[src/rtl/alu_ctrl_pkg.sv]
// Shared definitions for the shared-ALU controller: opcodes,
// controller states and flag bit positions.
package alu_ctrl_pkg;

  localparam logic [2:0] OP_ADD  = 3'b000;
  localparam logic [2:0] OP_SUB  = 3'b001;
  localparam logic [2:0] OP_XOR  = 3'b010;
  localparam logic [2:0] OP_SLT  = 3'b011;
  localparam logic [2:0] OP_AND  = 3'b100;
  localparam logic [2:0] OP_NAND = 3'b101;
  localparam logic [2:0] OP_NOR  = 3'b110;
  localparam logic [2:0] OP_OR   = 3'b111;

  typedef enum logic [1:0] {
    ST_IDLE = 2'd0,
    ST_EXEC = 2'd1,
    ST_RESP = 2'd2
  } state_e;

  localparam int FLAG_COUT = 2;
  localparam int FLAG_ZERO = 1;
  localparam int FLAG_OVF  = 0;

endpackage

[src/rtl/rr_arbiter2.sv]
// Two-way arbiter: round-robin by default, fixed port-0 priority
// when ALU_SHARE_FIXED_PRIO_EN is defined.
module rr_arbiter2 (
  input  logic       clk,
  input  logic       reset_n,
  input  logic [1:0] valid,
  input  logic       accept,
  output logic [1:0] grant,
  output logic       ptr
);

`ifdef ALU_SHARE_FIXED_PRIO_EN

  logic unused_fixed;
  assign unused_fixed = ^{clk, reset_n, accept};
  assign ptr = 1'b0;

  always_comb begin
    grant = 2'b00;
    unique case (1'b1)
      valid[0]:               grant = 2'b01;
      (valid == 2'b10):       grant = 2'b10;
      default:                grant = 2'b00;
    endcase
  end

`else

  logic ptr_q;
  logic ptr_d;

  always_comb begin
    grant = 2'b00;
    unique case (1'b1)
      (valid == 2'b11): grant = ptr_q ? 2'b10 : 2'b01;
      (valid == 2'b01): grant = 2'b01;
      (valid == 2'b10): grant = 2'b10;
      default:          grant = 2'b00;
    endcase
  end

  // winner loses priority for the next contested round
  always_comb begin
    ptr_d = ptr_q;
    if (accept) ptr_d = ~grant[1];
  end

  always_ff @(posedge clk or negedge reset_n) begin
    if (!reset_n) ptr_q <= 1'b0;
    else          ptr_q <= ptr_d;
  end

  assign ptr = ptr_q;

`endif

endmodule

[src/rtl/alu_share_ctrl.sv]
// Shares one combinational ALU between two requesters.
// Build option: ALU_SHARE_FIXED_PRIO_EN (fixed port-0 priority).
module alu_share_ctrl
  import alu_ctrl_pkg::*;
#(
  parameter int WIDTH       = 32,
  parameter int ALU_LATENCY = 1
) (
  input  logic             clk,
  input  logic             reset_n,
  input  logic             req0_valid,
  output logic             req0_ready,
  input  logic [2:0]       req0_op,
  input  logic [WIDTH-1:0] req0_a,
  input  logic [WIDTH-1:0] req0_b,
  input  logic             req1_valid,
  output logic             req1_ready,
  input  logic [2:0]       req1_op,
  input  logic [WIDTH-1:0] req1_a,
  input  logic [WIDTH-1:0] req1_b,
  output logic             rsp0_valid,
  input  logic             rsp0_ready,
  output logic [WIDTH-1:0] rsp0_data,
  output logic [2:0]       rsp0_flags,
  output logic             rsp1_valid,
  input  logic             rsp1_ready,
  output logic [WIDTH-1:0] rsp1_data,
  output logic [2:0]       rsp1_flags,
  output logic [2:0]       alu_op,
  output logic [WIDTH-1:0] alu_a,
  output logic [WIDTH-1:0] alu_b,
  input  logic [WIDTH-1:0] alu_out,
  input  logic             alu_cout,
  input  logic             alu_zero,
  input  logic             alu_overflow,
  output logic             busy,
  output logic             grant_id
);

  state_e                 state_q, state_d;
  logic [3:0]             cnt_q, cnt_d;
  logic                   gid_q, gid_d;
  logic                   busy_q, busy_d;
  logic [2:0]             op_q, op_d;
  logic [WIDTH-1:0]       a_q, a_d;
  logic [WIDTH-1:0]       b_q, b_d;
  logic [1:0]             rv_q, rv_d;
  logic [1:0][WIDTH-1:0]  rd_q, rd_d;
  logic [1:0][2:0]        rf_q, rf_d;

  logic [1:0] grant;
  logic       arb_ptr;
  logic       idle;
  logic       accept;
  logic [2:0] flags;
  logic [1:0] rsp_ready;

  assign idle      = (state_q == ST_IDLE);
  assign accept    = idle && (req0_valid || req1_valid);
  assign rsp_ready = {rsp1_ready, rsp0_ready};

  rr_arbiter2 u_arb (
    .clk     (clk),
    .reset_n (reset_n),
    .valid   ({req1_valid, req0_valid}),
    .accept  (accept),
    .grant   (grant),
    .ptr     (arb_ptr)
  );

  logic unused_ptr;
  assign unused_ptr = arb_ptr;

  assign req0_ready = idle && grant[0];
  assign req1_ready = idle && grant[1];

  always_comb begin
    flags            = 3'b000;
    flags[FLAG_COUT] = alu_cout;
    flags[FLAG_ZERO] = alu_zero;
    flags[FLAG_OVF]  = alu_overflow;
  end

  always_comb begin
    state_d = state_q;
    cnt_d   = cnt_q;
    gid_d   = gid_q;
    op_d    = op_q;
    a_d     = a_q;
    b_d     = b_q;
    rv_d    = rv_q;
    rd_d    = rd_q;
    rf_d    = rf_q;
    unique case (state_q)
      ST_IDLE: begin
        if (accept) begin
          gid_d   = grant[1];
          op_d    = grant[1] ? req1_op : req0_op;
          a_d     = grant[1] ? req1_a  : req0_a;
          b_d     = grant[1] ? req1_b  : req0_b;
          cnt_d   = 4'(ALU_LATENCY - 1);
          state_d = ST_EXEC;
        end
      end
      ST_EXEC: begin
        if (cnt_q == 4'd0) begin
          rd_d[gid_q] = alu_out;
          rf_d[gid_q] = flags;
          rv_d[gid_q] = 1'b1;
          state_d     = ST_RESP;
        end else begin
          cnt_d = cnt_q - 4'd1;
        end
      end
      ST_RESP: begin
        if (rsp_ready[gid_q]) begin
          rv_d    = 2'b00;
          state_d = ST_IDLE;
        end
      end
      default: begin
        rv_d    = 2'b00;
        state_d = ST_IDLE;
      end
    endcase
    busy_d = (state_d != ST_IDLE);
  end

  always_ff @(posedge clk or negedge reset_n) begin
    if (!reset_n) begin
      state_q <= ST_IDLE;
      cnt_q   <= '0;
      gid_q   <= 1'b0;
      busy_q  <= 1'b0;
      op_q    <= '0;
      a_q     <= '0;
      b_q     <= '0;
      rv_q    <= '0;
      rd_q    <= '0;
      rf_q    <= '0;
    end else begin
      state_q <= state_d;
      cnt_q   <= cnt_d;
      gid_q   <= gid_d;
      busy_q  <= busy_d;
      op_q    <= op_d;
      a_q     <= a_d;
      b_q     <= b_d;
      rv_q    <= rv_d;
      rd_q    <= rd_d;
      rf_q    <= rf_d;
    end
  end

  assign alu_op     = op_q;
  assign alu_a      = a_q;
  assign alu_b      = b_q;
  assign busy       = busy_q;
  assign grant_id   = gid_q;
  assign rsp0_valid = rv_q[0];
  assign rsp1_valid = rv_q[1];
  assign rsp0_data  = rd_q[0];
  assign rsp1_data  = rd_q[1];
  assign rsp0_flags = rf_q[0];
  assign rsp1_flags = rf_q[1];

endmodule

[config.mk]
export PLATFORM = sky130hd
export DESIGN_NAME = alu_share_ctrl
export DESIGN_NICKNAME = d
export VERILOG_FILES = /design/src/rtl/alu_ctrl_pkg.sv /design/src/rtl/rr_arbiter2.sv /design/src/rtl/alu_share_ctrl.sv
export SDC_FILE = /design/constraint.sdc
export NUM_CORES = 1
export LEC_CHECK = 0
export BUFFER_PORTS_ARGS = -buffer_cell sky130_fd_sc_hd__buf_2
export CORE_ASPECT_RATIO = 1.5
export CORE_MARGIN = 4
export CORE_UTILIZATION = 46
export CTS_CLUSTER_DIAMETER = 100
export DETAILED_ROUTE_END_ITERATION = 6
export GPL_ROUTABILITY_DRIVEN = 0
export GPL_TIMING_DRIVEN = 0
export PLACE_DENSITY = 0.8
export SYNTH_ARGS = -nofsm -noshare
export SYNTH_HDL_FRONTEND = slang
export SYNTH_SLANG_ARGS = --single-unit
[constraint.sdc]
create_clock -name clk -period 2.5 [get_ports clk]
set_clock_uncertainty 0.2 [all_clocks]
set_input_delay 0.25 -clock clk [delete_from_list [all_inputs] [get_ports clk]]
set_output_delay 0.25 -clock clk [all_outputs]
set_load 0.01 [all_outputs]
==> results of run 1 <==
-- cell families after synthesis --
group | synth area share
AO/OA/AOI/OAI | 0.1988
adder cells (fa/ha/maj) | 0.003909
buffers and inverters | 0.03362
flip-flops | 0.5786
multiplexers | 0.1611
AND/OR/NAND/NOR | 0.02405
-- worst max-delay path, cell delays in order, from the launching register on --
cell and delay (ns):
dfrtp_1 0.43, nor2_1 0.18, and3_1 0.17, clkbuf_1 0.28, buf_2 0.31, buf_2 0.19
-- cell usage after synthesis --
cell type / instances / area share
a21bo_2: 2 / 0.0031
a21boi_0: 1 / 0.0012
a21o_1: 2 / 0.0023
a221o_1: 67 / 0.10
a32o_1: 1 / 0.0016
and2b_1: 1 / 0.0012
and3_1: 2 / 0.0020
buf_1: 1 / 0.00059
buf_2: 7 / 0.0055
buf_6: 7 / 0.012
clkbuf_1: 22 / 0.013
dfrtp_1: 148 / 0.58
ha_1: 2 / 0.0039
inv_1: 4 / 0.0023
mux2_2: 12 / 0.021
mux2_4: 59 / 0.14
mux2i_1: 1 / 0.0016
nand2_1: 3 / 0.0018
nand2b_1: 2 / 0.0020
nand3_1: 2 / 0.0016
nand3_4: 1 / 0.0027
nand3b_4: 1 / 0.0031
nor2_1: 2 / 0.0012
nor2b_1: 1 / 0.00098
nor3_1: 2 / 0.0016
nor3b_4: 1 / 0.0029
o21a_1: 67 / 0.079
o21ai_0: 3 / 0.0023
o221ai_1: 1 / 0.0014
o22ai_1: 1 / 0.00098
o2bb2ai_1: 1 / 0.0014
o31ai_1: 1 / 0.0012
or2_1: 1 / 0.00098
or3_1: 1 / 0.00098
or4_1: 1 / 0.0012
-- layout make-up --
cell class | count | area, um2 | area share
diodes | 4 | 10.01 | 0.0009503
plain buffers | 36 | 207.7 | 0.01972
clock buffers | 20 | 436.7 | 0.04146
clock inverters | 12 | 132.6 | 0.01259
inverters | 4 | 15.01 | 0.001426
multi-input cells | 242 | 2482 | 0.2357
flip-flops and latches | 148 | 3704 | 0.3516
well taps | 162 | 202.7 | 0.01924
repair buffers | 490 | 3342 | 0.3173
-- registers in the layout, summed over array words and instances, names as in the netlist, 3 cells and up --
name / flops
rsp1_data: 32
rsp0_flags: 3
alu_a: 32
cnt_q: 4
alu_op: 3
rsp1_flags: 3
rsp0_data: 32
alu_b: 32
-- per-stage QoR --
stage / setup slack (ns) / total power (uW) / cell area [um2]
final: 0.07774 / 13180 / 10530
after global routing: -0.0006406 / 13750 / 10530
after CTS: 0.01394 / 12760 / 10520
after detailed placement: 0.2934 / 9880 / 8224
after global placement: -0.9778 / 9637 / 8190
after floorplan: 0.5331 / 7765 / 6401
-- routing by layer --
layer,GRT usage,vias up
li1,-,2682
met1,0.3516,3094
met2,0.5548,564
met3,0.09029,167
met4,0.2186,2
met5,0,-
-- how the worst max path moves through the flow --
stage,endpoint,slack (ns)
global route,req0_ready,-0.0006
global placement,alu_a[6],-0.98
CTS,alu_a[6],0.01
floorplan,rsp1_data[10],0.53
detailed placement,rsp0_data[22],0.29
finish,req1_ready,0.08
-- where the power goes --
part           total (uW)  leakage [uW]  switching (uW)  internal [uW]
clock                2500      0.000270            1030           1470
combinational        6230       0.00328            2980           3260
sequential           4440       0.00178             834           3610
total               13200       0.00533            4840           8340
-- layout by cell type (no fill, tap or decap), types with 3 or more instances in the layout --
| cell | Yosys | layout |
|---|---|---|
| a221o_1 | 67 | 67 |
| buf_2 | 7 | 324 |
| buf_6 | 7 | 8 |
| clkbuf_1 | 22 | 20 |
| clkbuf_16 | 0 | 17 |
| clkinv_2 | 0 | 3 |
| clkinv_4 | 0 | 3 |
| clkinvlp_4 | 0 | 3 |
| dfrtp_1 | 148 | 148 |
| diode_2 | 0 | 4 |
| dlygate4sd3_1 | 0 | 172 |
| inv_1 | 4 | 4 |
| mux2_2 | 12 | 12 |
| mux2_4 | 59 | 59 |
| nand2_1 | 3 | 3 |
| o21a_1 | 67 | 67 |
| o21ai_0 | 3 | 3 |
-- timing repair --
item,4_1_cts,5_1_grt
endpoints found under the setup margin,2,10
hold buffers,172,0
hold endpoints to repair,197,0
resized for setup,2,11
==> metrics.csv, run 1 <==
stage,metric,value,unit
run_status,outcome,finished clean,
yosys,Post-Syn Instances,431,
setup_path,Critical Path Start,state_q[0],
route,top sig layer,met5,
route,DRC Markers,0,
layout,Area growth syn-to-layout,64.54,%
yosys,"Net Count, Synth",608,
cts,root buf cell,clkbuf_16,
cts,Sink Count,148,
setup_path,crit path kind,reg -> out,
floorplan,I/O pins,318,
yosys,post-synthesis sequential area ratio,0.5786,
yosys,Yosys reg bits,148,
setup_path,RR Endpoint,alu_b[11],
worst_hold_path,Hold/Removal Path Class,in -> reg,
cts,"Reg clk slew, reported paths",0.06,ns
floorplan,Rows,52,
route,Total Wirelength,26330,um
timing,Final period util,0.9689,
placed_design,IO buf count,317,
route,wire per inst,23.55,um
route,initial DRC count,412,
worst_hold_path,HP Start,req0_valid,
timing,hold_ws,0.1388,ns
route,wl on met1,8961,um
floorplan,die width,104.3,um
route,Antenna Nets Post-Route,0,
timing,Worst-Margin Slew,0.6440,ns
setup_path,Worst Setup End Kind,output port,
timing,setup TNS,0,ns
layout,nets,1116,
setup_path,Critical Path RT,2.05,ns
global_routing,vias in the first global route,7183,
floorplan,DIE HEIGHT,152.5,um
pwr,LEAKAGE,0.005332,uW
timing,Max-slew headroom,0.5691,
global_routing,first-pass GRT wire length,40490,um
worst_hold_path,hold path depth,3,
global_routing,Total Routing Usage GR,0.3263,
global_routing,GR Overflow Total,0,
route,WL met3,2490,um
setup_path,Worst Reg-to-Reg Cells,6,
global_routing,pin count of the biggest net entering global routing,90,
global_routing,initial antenna violation count,5,
route,Pre-antenna DRT Iters,5,
placed_design,DP Wirelength,15370,um
timing,final slew viol count,0,
floorplan,Core Area,0.01360,mm2
setup_path,crit path launch type,register,
setup_path,reg2reg setup slack,0.11,ns
layout,layout cells sized above 1,0.4643,
yosys,Cell variety after synth,35,
cts,Worst-Skew Late Latency,0.41,ns
timing,Final min period,2.422,ns
flow_run,Max-Cap Viols,0,
layout,post-layout util,0.7746,
cts,Post-CTS Setup Bufs,0,
timing,setup violators final,0,
pwr,PD cells,1251,mW/mm2
layout,post-route insts no fill,1118,
yosys,synthesized area,0.006401,mm2
floorplan,Die ar.,0.01591,mm2
setup_path,reg-to-reg startpoint,u_arb.ptr,
cts,CTS tree,yes,
cts,CTS Buffer Depth,2,
route,Avg Vias per Cell,5.822,
yosys,syn avg cell area,14.85,um2
route,Vias,6509,
layout,Fill cells,733,
setup_path,WP data arrival,1.97,ns
yosys,yosys warns,0,
cts,number of CTS-inserted buffers,17,
route,length of routed met2 wiring,12990,um
setup_path,"Max FO, Critical Path",10,
pwr,Worst IR Drop VDD,0.0007046,V
timing,"Hold Vio Cnt, Final",0,
placed_design,Cell Count Post-Placement,911,
worst_hold_path,Hold EP,busy,
timing,Fmax,0.4128,GHz
floorplan,Starting Density,0.4707,
cts,htree depth,4,
Power figures use the tool's default switching activity.
==> run 2: changes to the inputs <==
--- a/config.mk
+++ b/config.mk
@@ -6,14 +6,15 @@
 export NUM_CORES = 1
 export LEC_CHECK = 0
 export BUFFER_PORTS_ARGS = -buffer_cell sky130_fd_sc_hd__buf_2
-export CORE_ASPECT_RATIO = 1.5
+export CORE_ASPECT_RATIO = 0.6
 export CORE_MARGIN = 4
 export CORE_UTILIZATION = 46
 export CTS_CLUSTER_DIAMETER = 100
 export DETAILED_ROUTE_END_ITERATION = 6
 export GPL_ROUTABILITY_DRIVEN = 0
 export GPL_TIMING_DRIVEN = 0
-export PLACE_DENSITY = 0.8
+export PLACE_DENSITY_LB_ADDON = 0.2
+export RECOVER_POWER = 100
 export SYNTH_ARGS = -nofsm -noshare
 export SYNTH_HDL_FRONTEND = slang
 export SYNTH_SLANG_ARGS = --single-unit
==> run 2 against run 1 <==
Compared with the run above:
- the run now ends with max-capacitance violations, max-slew violations left
- final area decreased by 3.7%
- register-to-register slack got worse by 0.02 ns
- hold slack got worse by 0.11 ns
- global-route usage shrank 4.1 points
- sequential cell count unchanged
- clock power is 4% lower
- fmax up 0.68%
==> metrics.csv, run 2 (synthesis results as in run 1) <==
stage,metric,value,unit
layout,most frequent cells in the layout,"182 x buf_2, 170 x dlygate4sd3_1, 159 x clkbuf_1",
timing,Max-slew headroom,-0.03877,
worst_hold_path,Hold/Removal Path Class,in -> reg,
cts,root buf cell,clkbuf_16,
cts,htree depth,4,
floorplan,I/O pins,318,
timing,RSZ-0062 raised after global routing,no,
timing,final slew viol count,70,
floorplan,Starting Density,0.4698,
setup_path,"Max FO, Critical Path",10,
flow_run,Max-Cap Viols,1,
cts,Worst-Skew Late Latency,0.40,ns
cts,Sink Count,148,
cts,"Reg clk slew, reported paths",0.07,ns
placed_design,IO buf count,317,
pwr,LEAKAGE,0.004667,uW
run_status,outcome,"complete, but fails checks",
global_routing,GR Overflow Total,0,
floorplan,DIE HEIGHT,99.38,um
layout,Area growth syn-to-layout,58.50,%
setup_path,Critical Path RT,2.58,ns
setup_path,Worst Setup End Kind,register,
layout,post-route insts no fill,1126,
timing,Fmax,0.4157,GHz
floorplan,Core Area,0.01363,mm2
timing,Final min period,2.406,ns
global_routing,first-pass GRT wire length,36360,um
timing,Final period util,0.9623,
global_routing,pin count of the biggest net entering global routing,80,
global_routing,Total Routing Usage GR,0.2858,
placed_design,Cell Count Post-Placement,924,
setup_path,WP data arrival,2.49,ns
setup_path,crit path kind,reg -> reg,
cts,number of CTS-inserted buffers,17,
cts,CTS tree,yes,
timing,setup violators final,0,
run_status,failing checks,"max-capacitance violations, max-slew violations",
floorplan,Rows,33,
layout,nets,1112,
route,DRC Markers,0,
layout,layout cells sized above 1,0.2774,
route,Avg Vias per Cell,5.443,
global_routing,vias in the first global route,6875,
floorplan,Die ar.,0.01593,mm2
setup_path,CP peak stage delay,0.57,ns
timing,Worst-Margin Slew,1.558,ns
setup_path,slowest CP cell,dlygate4sd3_1,
timing,"Hold Vio Cnt, Final",0,
global_routing,initial antenna violation count,2,
timing,setup TNS,0,ns
placed_design,DP Wirelength,13900,um
route,initial DRC count,478,
layout,post-layout util,0.7446,
layout,"commonest non-fill, non-tap cell in the layout",buf_2,
setup_path,crit path launch type,register,
route,Vias,6129,
pwr,Worst IR Drop VDD,0.0005976,V
cts,CTS Buffer Depth,2,
route,Total Wirelength,22550,um
route,Antenna Nets Post-Route,0,
setup_path,"critical path, cell by cell",or2_1 -> buf_2 -> o21a_1 -> a221o_1 -> dlygate4sd3_1,
floorplan,die width,160.3,um
pwr,PD cells,1195,mW/mm2
route,Pre-antenna DRT Iters,5,
route,wire per inst,20.03,um
## run 2: critical path: cells and delay by family, from the launching register on
| family | cells | cell delay [ns] |
|---|---|---|
| compound gates | 2 | 0.48 |
| buf+inv | 2 | 0.81 |
| flops | 1 | 0.43 |
| simple gates | 1 | 0.37 |
## run 2: path summary, 6_finish.rpt
path | depth (start not counted) | endpoint | start | slack (ns)
max in group asynchronous | 3 | alu_b[1] | reset_n | 0.40
worst min register to register | 1 | rsp0_data[10] | rsp0_data[10] | 0.29
worst min-delay path | 4 | state_q[1] | rsp0_ready | 0.03
worst max register to register | 5 | alu_b[10] | state_q[0] | 0.09
worst max-delay path | 5 | alu_b[10] | state_q[0] | 0.09
min in group asynchronous | 2 | alu_a[9] | reset_n | 0.56
## run 2: repair_timing
item / in CTS / in global routing
buffers inserted: 0 / 0
endpoints found under the setup margin: 2 / 14
gates resized for setup: 2 / 8
hold buffers: 170 / 0
hold endpoints to repair: 206 / 0
## run 2: through the flow
step           setup slack [ns]  area (um2)  total power (uW)  hold slack [ns]
6_report                0.09421       10150             12130          0.03205
4_1_cts                 0.01501       10500             12690          0.01700
3_3_place_gp             -1.034        8207              9695           0.2767
3_5_place_dp             0.2589        8240              9872           0.1043
2_1_floorplan            0.5331        6401              7765          -0.2456
5_1_grt                 0.01556       10140             12820          0.05657
## run 2: cell type report
cell class	instances	area [um2]
well taps	175	219.0
clock buffers	18	439.2
plain buffers	34	175.2
repair buffers	488	3129
diodes	3	7.507
multi-input cells	242	2340
clock inverters	14	117.6
flip-flops and latches	148	3704
inverters	4	15.01
fillers	973	3480
## run 2: routing by layer
metal  vias to the layer above  GRT usage  part of all wire
met2                       348     0.4956              0.50
met4                         0     0.1348             0.043
met1                      3025     0.3374              0.39
met3                        84    0.07371             0.069
li1                       2672          -                 -
met5                         -          0                 0
## run 2: report_power, final
group | switching (uW) | total (uW) | internal [uW] | leakage (uW)
Clock | 1070 | 2400 | 1330 | 0.000265
Combinational | 2740 | 5350 | 2610 | 0.00262
Sequential | 772 | 4380 | 3610 | 0.00178
